--- src/rtl/userio_pkg.sv ---
// Shared types and constants for the user-port joystick sequencers (DB15 serial chain, DB9MD).
package userio_pkg;

    localparam int JOY_BITS_PER_PLAYER = 12;
    localparam int JOY_PLAYERS         = 2;
    localparam int JOY_FRAME_BITS      = JOY_BITS_PER_PLAYER * JOY_PLAYERS;
    localparam int JOY_WORD_BITS       = 16;

    // Joystick word bit positions, matching the bit order used by emu's joystick logic.
    localparam int JB_R  = 0;
    localparam int JB_L  = 1;
    localparam int JB_D  = 2;
    localparam int JB_U  = 3;
    localparam int JB_B1 = 4;
    localparam int JB_B2 = 5;
    localparam int JB_B3 = 6;
    localparam int JB_B4 = 7;
    localparam int JB_B5 = 8;
    localparam int JB_B6 = 9;
    localparam int JB_B7 = 10;
    localparam int JB_B8 = 11;

    typedef enum logic [2:0] {
        IDLE,
        LOAD,
        SETTLE,
        SHIFT_LO,
        SHIFT_HI,
        PUBLISH,
        GAP
    } db15_state_t;

    // Converts one player's 12 active-low chain bits into an active-high joystick word.
    function automatic logic [JOY_WORD_BITS-1:0] to_joy_word(
        input logic [JOY_BITS_PER_PLAYER-1:0] raw_n
    );
        logic [JOY_WORD_BITS-1:0] w;
        w        = '0;
        w[JB_R]  = ~raw_n[JB_R];
        w[JB_L]  = ~raw_n[JB_L];
        w[JB_D]  = ~raw_n[JB_D];
        w[JB_U]  = ~raw_n[JB_U];
        w[JB_B1] = ~raw_n[JB_B1];
        w[JB_B2] = ~raw_n[JB_B2];
        w[JB_B3] = ~raw_n[JB_B3];
        w[JB_B4] = ~raw_n[JB_B4];
        w[JB_B5] = ~raw_n[JB_B5];
        w[JB_B6] = ~raw_n[JB_B6];
        w[JB_B7] = ~raw_n[JB_B7];
        w[JB_B8] = ~raw_n[JB_B8];
        return w;
    endfunction

endpackage

--- src/rtl/userio_tick_div.sv ---
// Free-running tick generator: one-cycle tick every CLK_DIV clocks, restartable via clr.
module userio_tick_div #(
    parameter int CLK_DIV = 16
) (
    input  logic clk,
    input  logic reset,
    input  logic clr,
    output logic tick
);

    localparam int               DIV_W    = (CLK_DIV > 1) ? $clog2(CLK_DIV) : 1;
    localparam logic [DIV_W-1:0] DIV_LAST = DIV_W'(CLK_DIV - 1);

    logic [DIV_W-1:0] div_cnt;

    // NOTE: non-blocking assignments so every register updates from the same pre-edge values.
    always_ff @(posedge clk) begin
        if (reset || clr) begin
            div_cnt <= '0;
        end else if (div_cnt == DIV_LAST) begin
            div_cnt <= '0;
        end else begin
            div_cnt <= div_cnt + 1'b1;
        end
    end

    assign tick = (div_cnt == DIV_LAST);

endmodule

--- src/rtl/userio_db15_seq.sv ---
// DB15 serial joystick adapter sequencer: loads and clocks the 24-bit shift chain,
// optionally filters frames, and publishes both player words in the same cycle.
module userio_db15_seq
    import userio_pkg::*;
#(
    parameter int CLK_DIV   = 16,   // clocks per tick (half JOY_CLK period), >= 2
    parameter int GAP_TICKS = 512,  // idle ticks between frames, >= 1
    parameter int FILTER    = 1
) (
    input  logic                     clk,
    input  logic                     reset,
    input  logic                     enable,
    input  logic                     joy_data,
    output logic                     joy_clk,
    output logic                     joy_load,
    output logic [JOY_WORD_BITS-1:0] joystick1,
    output logic [JOY_WORD_BITS-1:0] joystick2,
    output logic                     frame_done
);

    localparam int               GAP_W    = (GAP_TICKS > 0) ? $clog2(GAP_TICKS + 1) : 1;
    localparam logic [GAP_W-1:0] GAP_LAST = GAP_W'(GAP_TICKS - 1);
    localparam logic [4:0]       LAST_BIT = 5'(JOY_FRAME_BITS - 1);

    db15_state_t               state;
    logic [4:0]                bit_cnt;
    logic [GAP_W-1:0]          gap_cnt;
    logic [JOY_FRAME_BITS-1:0] shift_q;
    logic [JOY_FRAME_BITS-1:0] prev_q;
    logic                      tick;
    logic                      div_clr;

    // Restarting the divider in PUBLISH makes the gap start on a full tick.
    assign div_clr = (state == PUBLISH);

    userio_tick_div #(
        .CLK_DIV(CLK_DIV)
    ) u_tick_div (
        .clk  (clk),
        .reset(reset),
        .clr  (div_clr),
        .tick (tick)
    );

    always_ff @(posedge clk) begin
        if (reset) begin
            state      <= IDLE;
            bit_cnt    <= '0;
            gap_cnt    <= '0;
            shift_q    <= '1;
            prev_q     <= '1;
            joy_clk    <= 1'b0;
            joy_load   <= 1'b1;
            joystick1  <= '0;
            joystick2  <= '0;
            frame_done <= 1'b0;
        end else begin
            frame_done <= 1'b0;
            if (state == PUBLISH) begin
                state <= GAP;
            end else if (tick) begin
                if (!enable) begin
                    // Park: a partially shifted frame is dropped, published words hold.
                    state    <= IDLE;
                    bit_cnt  <= '0;
                    gap_cnt  <= '0;
                    joy_clk  <= 1'b0;
                    joy_load <= 1'b1;
                end else begin
                    case (state)
                        IDLE: begin
                            state    <= LOAD;
                            joy_load <= 1'b0;
                            bit_cnt  <= '0;
                        end
                        LOAD: begin
                            state    <= SETTLE;
                            joy_load <= 1'b1;
                        end
                        SETTLE: begin
                            state <= SHIFT_LO;
                        end
                        SHIFT_LO: begin
                            shift_q[bit_cnt] <= joy_data;
                            joy_clk          <= 1'b1;
                            state            <= SHIFT_HI;
                        end
                        SHIFT_HI: begin
                            joy_clk <= 1'b0;
                            if (bit_cnt == LAST_BIT) begin
                                state      <= PUBLISH;
                                bit_cnt    <= '0;
                                frame_done <= 1'b1;
                                prev_q     <= shift_q;
                                if (FILTER == 0 || shift_q == prev_q) begin
                                    joystick1 <= to_joy_word(shift_q[JOY_BITS_PER_PLAYER-1:0]);
                                    joystick2 <= to_joy_word(shift_q[JOY_FRAME_BITS-1 -: JOY_BITS_PER_PLAYER]);
                                end
                            end else begin
                                bit_cnt <= bit_cnt + 1'b1;
                                state   <= SHIFT_LO;
                            end
                        end
                        GAP: begin
                            if (gap_cnt == GAP_LAST) begin
                                gap_cnt  <= '0;
                                state    <= LOAD;
                                joy_load <= 1'b0;
                            end else begin
                                gap_cnt <= gap_cnt + 1'b1;
                            end
                        end
                        default: begin
                            state <= IDLE;
                        end
                    endcase
                end
            end
        end
    end

endmodule

--- config.mk ---
export PLATFORM = sky130hd
export DESIGN_NAME = userio_db15_seq
export DESIGN_NICKNAME = d
export VERILOG_FILES = /design/src/rtl/userio_pkg.sv /design/src/rtl/userio_tick_div.sv /design/src/rtl/userio_db15_seq.sv
export SDC_FILE = /design/constraint.sdc
export NUM_CORES = 1
export LEC_CHECK = 0
export ABC_AREA = 1
export ABC_CLOCK_PERIOD_IN_PS = 2200
export CORE_MARGIN = 4
export CORE_UTILIZATION = 55
export CTS_BUF_LIST = sky130_fd_sc_hd__clkbuf_4
export DETAILED_ROUTE_END_ITERATION = 7
export DONT_BUFFER_PORTS = 1
export PLACE_DENSITY = 0.74
export SLEW_MARGIN = 20
export SYNTH_ARGS = -nofsm -noshare
export SYNTH_HDL_FRONTEND = slang
export SYNTH_SLANG_ARGS = --single-unit
--- constraint.sdc ---
create_clock -name clk -period 2.2 [get_ports clk]
set_input_delay 0.44 -clock clk [delete_from_list [all_inputs] [get_ports clk]]
set_output_delay 0.44 -clock clk [all_outputs]
set_load 0.01 [all_outputs]
# After elaboration in Yosys (flattened, before gate mapping)
# Cells that the tools add are included.
# Widths: inputs -> output; s select.
# classes
muxes	21
addsub	3
order_cmp	2
n_reduce_logical	16
bitwise_logic	28
n_eq_ne	16
# op_table
op	n
$mux 10	3
$not 1->1	28
$bwmux 24	1
$eq 24x24->1	1
$pmux 3 s6	1
$mux 3	5
$add 10x1->10 const B	1
$eq 10x9->1 const B	1
$mux 5	2
$pmux 5 s2	1
$eq 3x3->1 const B	3
$reduce_and 3->1	3
$reduce_and 4->1	2
$eq 3x2->1 const B	2
$lt 5x6->1 const B	1
$ne 3x1->1 const B	2
$reduce_and 6->1	1
$add 5x1->5 const B	1
$demux 1 s5	1
$eq 5x5->1 const B	1
$ge 5x1->1 const B	1
$mux 1	5
$reduce_and 5->1	1
$reduce_or 5->1	1
other kinds (15)	17
# totals
input_bits	4
wordCells	98
output_inout_bits	35
ff_bits	97

# Longest topological paths before layout
# Gate-level depths: netlist of the first run.
# depth
ltp_word	6
ltp_mapped	12
mapped_depth_nobuf	11

# Hierarchy
# Synthesis of the first run repeated with hierarchy kept, for this count alone.
# unflattened
cells_unflattened	681
area_unflattened_um2	4699.5
# modules_own_cells
mod	instances	cells_each	area_each_um2	seq_area_each_um2
userio_db15_seq	1	662	4533.1	1861.8
userio_tick_div	1	19	166.4	80.1

# Worst setup path after synthesis of the first run
# OpenSTA, ideal clock, no wires.
# synth_timing
path_kind	reg-to-reg
start	register u_tick_div.div_cnt[0]
end	register joystick1[11]
path_buffers	1
period_less_slack_ps	1644
t_arrival_ps	1531
path_slack_ps	556
setup_ps	113
stages_incl_launch_ff	12
required_time_ps	2087
cell_sequence	dfxtp_1 -> ha_1 -> nand2_2 -> nor2_4 -> inv_2 -> nor2_2 -> nand4_2 -> nor2_2 -> buf_4 -> nand3_1 -> nand2_1 -> nor2_1
# synth_between
elab_chain_cells	2
# synth_lines
element	line	source
start: declaration	userio_tick_div.sv:14	logic [DIV_W-1:0] div_cnt;
start signal: assignment	userio_tick_div.sv:23	div_cnt <= div_cnt + 1'b1;
$eq 4x4->1	userio_tick_div.sv:27	assign tick = (div_cnt == DIV_LAST);
$reduce_and 6->1 (no source line)	-	
end signal: assignment	userio_db15_seq.sv:96	joystick1 <= to_joy_word(shift_q[JOY_BITS_PER_PLAYER-1:0]);
end: declaration	userio_db15_seq.sv:16	output logic [JOY_WORD_BITS-1:0] joystick1,
# Every way passes these cells.
# A chain may end at the register's enable or synchronous reset.

# Worst setup path after layout of the first run
# layout_timing
start	register u_tick_div.div_cnt[0]
end	register joystick2[8]
# layout_between
elab_chain_cells	2
# layout_lines
element	line	source
$eq 4x4->1	userio_tick_div.sv:27	
$reduce_and 6->1 (no source line)	-	
end signal: assignment	userio_db15_seq.sv:97	joystick2 <= to_joy_word(shift_q[JOY_FRAME_BITS-1 -: JOY_BITS_PER_PLAYER]);
end: declaration	userio_db15_seq.sv:17	output logic [JOY_WORD_BITS-1:0] joystick2,
# Every way passes these cells.

==> results_dict.tcl, run 1 <==
set metrics [dict create \
    grt_max_degree 56 \
    fin_skew_ns 0.0185 \
    critPathKind "reg -> reg" \
    drt_first_pass_iters 5 \
    crit_family "simple AND/OR/NAND/NOR gates" \
    tns_ns 0 \
    crit_path_start_kind "flop" \
    holdWs_ns 0.0447 \
    synth_top_area_frac 0.397 \
    layout.nets 733 \
    die_w_um 102 \
    ant_nets 0 \
    drtIter0Drc 290 \
    track_usage 0.215 \
    syn_inst 728 \
    dieArea_um2 10500 \
    tightest_slew_ns 0.500 \
    avgSynthCellArea_um2 6.71 \
    register_area_um2 1940 \
    p_leak_uw 0.00266 \
    setup_viol 0 \
    critPathArrivalTime_ns 2.40 \
    clkPwrFrac 0.355 \
    gp_congestion 0.907 \
    min_period_ns 2.05 \
    finalCritPeriodShare 0.931 \
    critical_path.max_fanout 10 \
    synthTopCellsByArea "dfxtp_1, nand2_1, nand3_1, nor2_1, inv_1" \
    yosysTopAreaCell "dfxtp_1" \
    status "finished, final reports clean" \
    syn-cell-area_um2 4890 \
    crit_top_cell "nor2_2" \
    worst_path_largest_cell_delay_ns 0.38 \
    ys_types 36 \
    cts_hold_buf 0 \
    synthArstFlopShare 0 \
    first_global_vias 3902 \
    drv_cap 0 \
    synth_ff_type "dfxtp_1" \
    clockBufferDepth 2 \
    via_per_inst 5.25 \
    max_freq_ghz 0.488 \
    synth_edf_count 0 \
    p_sw_uw 693 \
    cts_tree "done" \
    rows 34 \
    numCtsBuffers 9 \
    peakVddDrop_mv 0.296 \
    dp_hpwl_um 7840 \
    power_density_nw_per_um2 556 \
    critical_path.cell_chain "ha_1 -> nand2_2 -> nor2_4 -> inv_2 -> nor2_2 -> nand4_2 -> nor2_2 -> buf_4 -> nand3_1 -> nand2_1 -> nor2_1" \
    synth_commonest_cells "nand2_1, dfxtp_1, nor2_1, inv_1, nand3_1" \
    dp_cells 820 \
    clkTransAtPathRegs_ns 0.16 \
    p_sw_frac 0.244 \
    power_uw 2840 \
    worst_path_max_delay_cell "dfxtp_1" \
    io_pins 39 \
    combPwrFrac 0.024 \
    grt_overflow 0 \
    n_antenna_cell 0 \
    end_kind "flop" \
    finalInstanceArea_um2 5110 \
    routed_wl_um 10800 \
    route.vias.total 4390 \
    cts-root-buf "clkbuf_4" \
    drv_slew 0 \
    core_um2 8680 \
    port_buffers 0 \
    hold_path.class "in -> reg" \
    htreeDepth 3 \
    grt_setup_unrepaired "false" \
    final_cells 836 \
    multi_input_area_um2 2430 \
    synth-seq-cells 97 \
    layout-drive-gt1-share 0.0618 \
    antenna_found_initial 0 \
    synthToLayoutAreaGrowth_pct 4.50 \
    worstPathBufferInverterCount 2 \
    seq_area_frac_synth 0.397 \
    slew-limit-headroom 0.666 \
    p_int_uw 2150 \
    grt_pass1_wl_um 18000 \
    die_y_um 102 \
    yosysWarningCount 0 \
    clock_latency_ns 0.44 \
    hold_viol_final 0 \
    post-route-drc-count 0 \
    crit_required_ns 2.55 \
    start_util 0.563 \
    synth_most_common_cell "nand2_1" \
    n_fill_cell 857 \
    clock_sinks 97 \
    p_seq_frac 0.621 \
    post_drt_wl_per_cell_um 12.9 \
    placed_cell_area_um2 4960 \
]
[worst register-to-register path: cells and delay by family, from the launching register on]
family,cells,cell delay [ns]
and+or+nand+nor,8,1.05
DFF,1,0.38
buffers and inverters,2,0.33
adders and majority gates,1,0.19
[state kept, by name, indices dropped and copies added (netlist names)]
signal and cells:
frame_done 1, bit_cnt 5, gap_cnt 10, joystick2 12, joy_clk 1, state 3
prev_q 24, shift_q 24, joy_load 1, joystick1 12, u_tick_div.div_cnt 4
[layout by cell type, fill, tap and decap left out, drive strengths merged]
| cell type | count |
|---|---|
| clkinv | 4 |
| o211ai | 22 |
| nor3b | 4 |
| xnor2 | 5 |
| nand3 | 88 |
| a21oi | 18 |
| a21o | 1 |
| o21ai | 34 |
| nor3 | 6 |
| ha | 6 |
| inv | 95 |
| nand2 | 204 |
| conb | 8 |
| bufinv | 1 |
| clkbuf | 9 |
| xor2 | 4 |
| o22ai | 3 |
| dfxtp | 97 |
| nor4 | 1 |
| buf | 9 |
| a31oi | 2 |
| or2 | 2 |
| clkinvlp | 1 |
| nand4 | 4 |
| nor2 | 99 |
| a21boi | 1 |
[power by group through the flow]
stage | Combinational, µW | Sequential (µW) | Clock [µW]
after floorplan | 70.5 | 1800 | 0
after global placement | 65.6 | 1800 | 0
after detailed placement | 66.9 | 1800 | 0
after CTS | 67.0 | 1770 | 1050
after global routing | 77.2 | 1770 | 1120
final | 66.9 | 1770 | 1010
[metrics by stage]
step / utilization / setup slack, ns
4_1_cts: 0.589 / 0.157
6_report: 0.589 / 0.152
2_1_floorplan: - / 0.556
3_5_place_dp: 0.571 / 0.192
5_1_grt: 0.589 / 0.000409
3_3_place_gp: 0.571 / 0.272
[cell families (layout without fill, tap and decap cells)]
logic type | after synthesis | after routing | share of synthesized area
flip-flops | 97 | 97 | 0.397
AND/OR/NAND/NOR | 408 | 408 | 0.363
adder cells (fa/ha/maj) | 6 | 6 | 0.0154
XOR/XNOR | 9 | 9 | 0.0161
other | 1 | 8 | 0.000767
AO/OA/AOI/OAI | 81 | 81 | 0.0965
buffers and inverters | 126 | 119 | 0.111
[what timing repair did]
action / 4_1_cts / 5_1_grt
gates resized for setup: 0 / 1
endpoints found under the setup margin: 0 / 2
setup buffers: 0 / 0
[layer usage]
layer,global-route usage,wire [µm],up-vias
li1,-,-,2278
met1,0.273,4830,2001
met2,0.365,5250,87
met3,0.0389,489,24
met4,0.0787,229,0
met5,0,0,-
[area by class of cell]
type / instances / share of cell area
multi-input combinational: 512 / 0.476
sequential: 97 / 0.380
inverter: 94 / 0.0700
tap: 108 / 0.0265
timing repair buffer: 9 / 0.0181
clock inverter: 7 / 0.0164
clock buffer: 9 / 0.0132
[worst paths after layout]
path | startpoint | to | slack, ns | cells past startpoint
setup / recovery | u_tick_div.div_cnt[0] | joystick2[8] | 0.15 | 11
hold reg to reg | u_tick_div.div_cnt[0] | u_tick_div.div_cnt[0] | 0.46 | 1
setup reg to reg | u_tick_div.div_cnt[0] | joystick2[8] | 0.15 | 11
hold / removal | reset | gap_cnt[0] | 0.04 | 1
Power figures use the tool's default switching activity.
==> run 2: changes to the inputs <==
--- a/config.mk
+++ b/config.mk
@@ -6,7 +6,7 @@
 export NUM_CORES = 1
 export LEC_CHECK = 0
 export ABC_AREA = 1
-export ABC_CLOCK_PERIOD_IN_PS = 2200
+export ABC_CLOCK_PERIOD_IN_PS = 2560
 export CORE_MARGIN = 4
 export CORE_UTILIZATION = 55
 export CTS_BUF_LIST = sky130_fd_sc_hd__clkbuf_4
@@ -17,3 +17,4 @@
 export SYNTH_ARGS = -nofsm -noshare
 export SYNTH_HDL_FRONTEND = slang
 export SYNTH_SLANG_ARGS = --single-unit
+export TNS_END_PERCENT = 20
==> constraint.sdc (replaced) <==
create_clock -name clk -period 2.56 [get_ports clk]
set_input_delay 0.512 -clock clk [delete_from_list [all_inputs] [get_ports clk]]
set_output_delay 0.512 -clock clk [all_outputs]
set_load 0.01 [all_outputs]
==> results_dict.tcl, run 2 (synthesized netlist as in run 1, its figures left out) <==
set metrics [dict create \
    crit_path_start_kind "flop" \
    drt_first_pass_iters 5 \
    crit_required_ns 2.94 \
    post-route-drc-count 0 \
    core_um2 8680 \
    final_cell_mix "nand2_1, dfxtp_1, nor2_1" \
    setup_viol 0 \
    p_sw_frac 0.227 \
    io_pins 39 \
    cts_tree "done" \
    tightest_slew_ns 0.585 \
    placed_cell_area_um2 4920 \
    grt_max_degree 54 \
    die_w_um 102 \
    antenna_found_initial 0 \
    reg_top3 "prev_q (24), shift_q (24)" \
    port_buffers 0 \
    power_density_nw_per_um2 473 \
    p_sw_uw 544 \
    power_uw 2390 \
    htreeDepth 3 \
    via_per_inst 5.25 \
    hold_path.class "in -> reg" \
    dieArea_um2 10500 \
    clkPwrFrac 0.342 \
    start_util 0.563 \
    hold_viol_final 0 \
    route.vias.total 4372 \
    max_freq_ghz 0.489 \
    finalInstanceArea_um2 5060 \
    post-place-ws_ns 0.512 \
    gp_congestion 0.922 \
    drv_slew 0 \
    p_int_uw 1850 \
    post_drt_wl_per_cell_um 12.9 \
    finalCritPeriodShare 0.799 \
    p_leak_uw 0.00264 \
    critPathKind "reg -> reg" \
    drv_cap 0 \
    combPwrFrac 0.024 \
    drtIter0Drc 237 \
    routed_wl_um 10800 \
    slew-limit-headroom 0.609 \
    critPathArrivalTime_ns 2.43 \
    n_antenna_cell 0 \
    fin_skew_ns 0.0183 \
    grt_setup_unrepaired "false" \
    numCtsBuffers 9 \
    post-cts-setup-buffers 0 \
    holdWs_ns 0.121 \
    layout-drive-gt1-share 0.0566 \
    dp_hpwl_um 7850 \
    peakVddDrop_mv 0.221 \
    cts.repair.resized 0 \
    final_common_cell "nand2_1" \
    cts-root-buf "clkbuf_4" \
    worst_slack_ns 0.514 \
    grt_overflow 0 \
    layout.nets 730 \
    critical_path.max_fanout 24 \
    clkTransAtPathRegs_ns 0.15 \
    clock_latency_ns 0.44 \
    synthToLayoutAreaGrowth_pct 3.51 \
    first_global_vias 4148 \
    track_usage 0.220 \
    cts_hold_buf 0 \
    rows 34 \
    clock_sinks 97 \
    status "finished, final reports clean" \
    die_y_um 102 \
    min_period_ns 2.05 \
    p_seq_frac 0.634 \
    end_kind "flop" \
    tns_ns 0 \
    clockBufferDepth 2 \
    grt_pass1_wl_um 18600 \
    ant_nets 0 \
]
run 2: path summary, 6_finish.rpt:
path / from / endpoint / slack, ns / cells past startpoint
worst max register to register: u_tick_div.div_cnt[0] / joystick2[6] / 0.51 / 9
worst min register to register: u_tick_div.div_cnt[0] / u_tick_div.div_cnt[0] / 0.47 / 1
worst max-delay path: u_tick_div.div_cnt[0] / joystick2[6] / 0.51 / 9
worst min-delay path: reset / gap_cnt[1] / 0.12 / 1
run 2: per-layer routing:
| metal | global-route usage | share of wire | up-vias |
|---|---|---|---|
| met3 | 0.0444 | 0.053 | 23 |
| met4 | 0.0747 | 0.021 | 0 |
| li1 | - | - | 2272 |
| met2 | 0.365 | 0.48 | 105 |
| met1 | 0.285 | 0.45 | 1972 |
| met5 | 0 | 0 | - |
run 2: final cells by class:
cell class	instances	area [µm²]
clock buffers	11	82.6
clock inverters	5	55.1
fillers	847	3620
inverters	94	358
multi-input cells	512	2430
flip-flops and latches	97	1940
well taps	108	135
repair buffers	6	57.6
run 2: power groups by stage:
stage / combinational [µW] / sequential [µW] / clock [µW]
after floorplan: 60.6 / 1550 / 0
after global placement: 56.1 / 1550 / 0
after detailed placement: 57.3 / 1550 / 0
after CTS: 57.3 / 1520 / 841
after global routing: 66.1 / 1520 / 898
final: 57.1 / 1520 / 819
run 2: stage by stage:
stage	util	std cells
2_1_floorplan	-	735
4_1_cts	0.583	833
6_report	0.583	833
3_5_place_dp	0.567	817
3_3_place_gp	0.567	817
5_1_grt	0.583	833
run 2: critical path, cell delays in order (launching register included):
cell,delay [ns]
dfxtp_1,0.39
ha_1,0.19
nand2_2,0.08
nor2_4,0.18
nand2_2,0.13
nor3_4,0.23
nand2_2,0.09
nor2_4,0.49
nor2_1,0.09
nor2_1,0.13
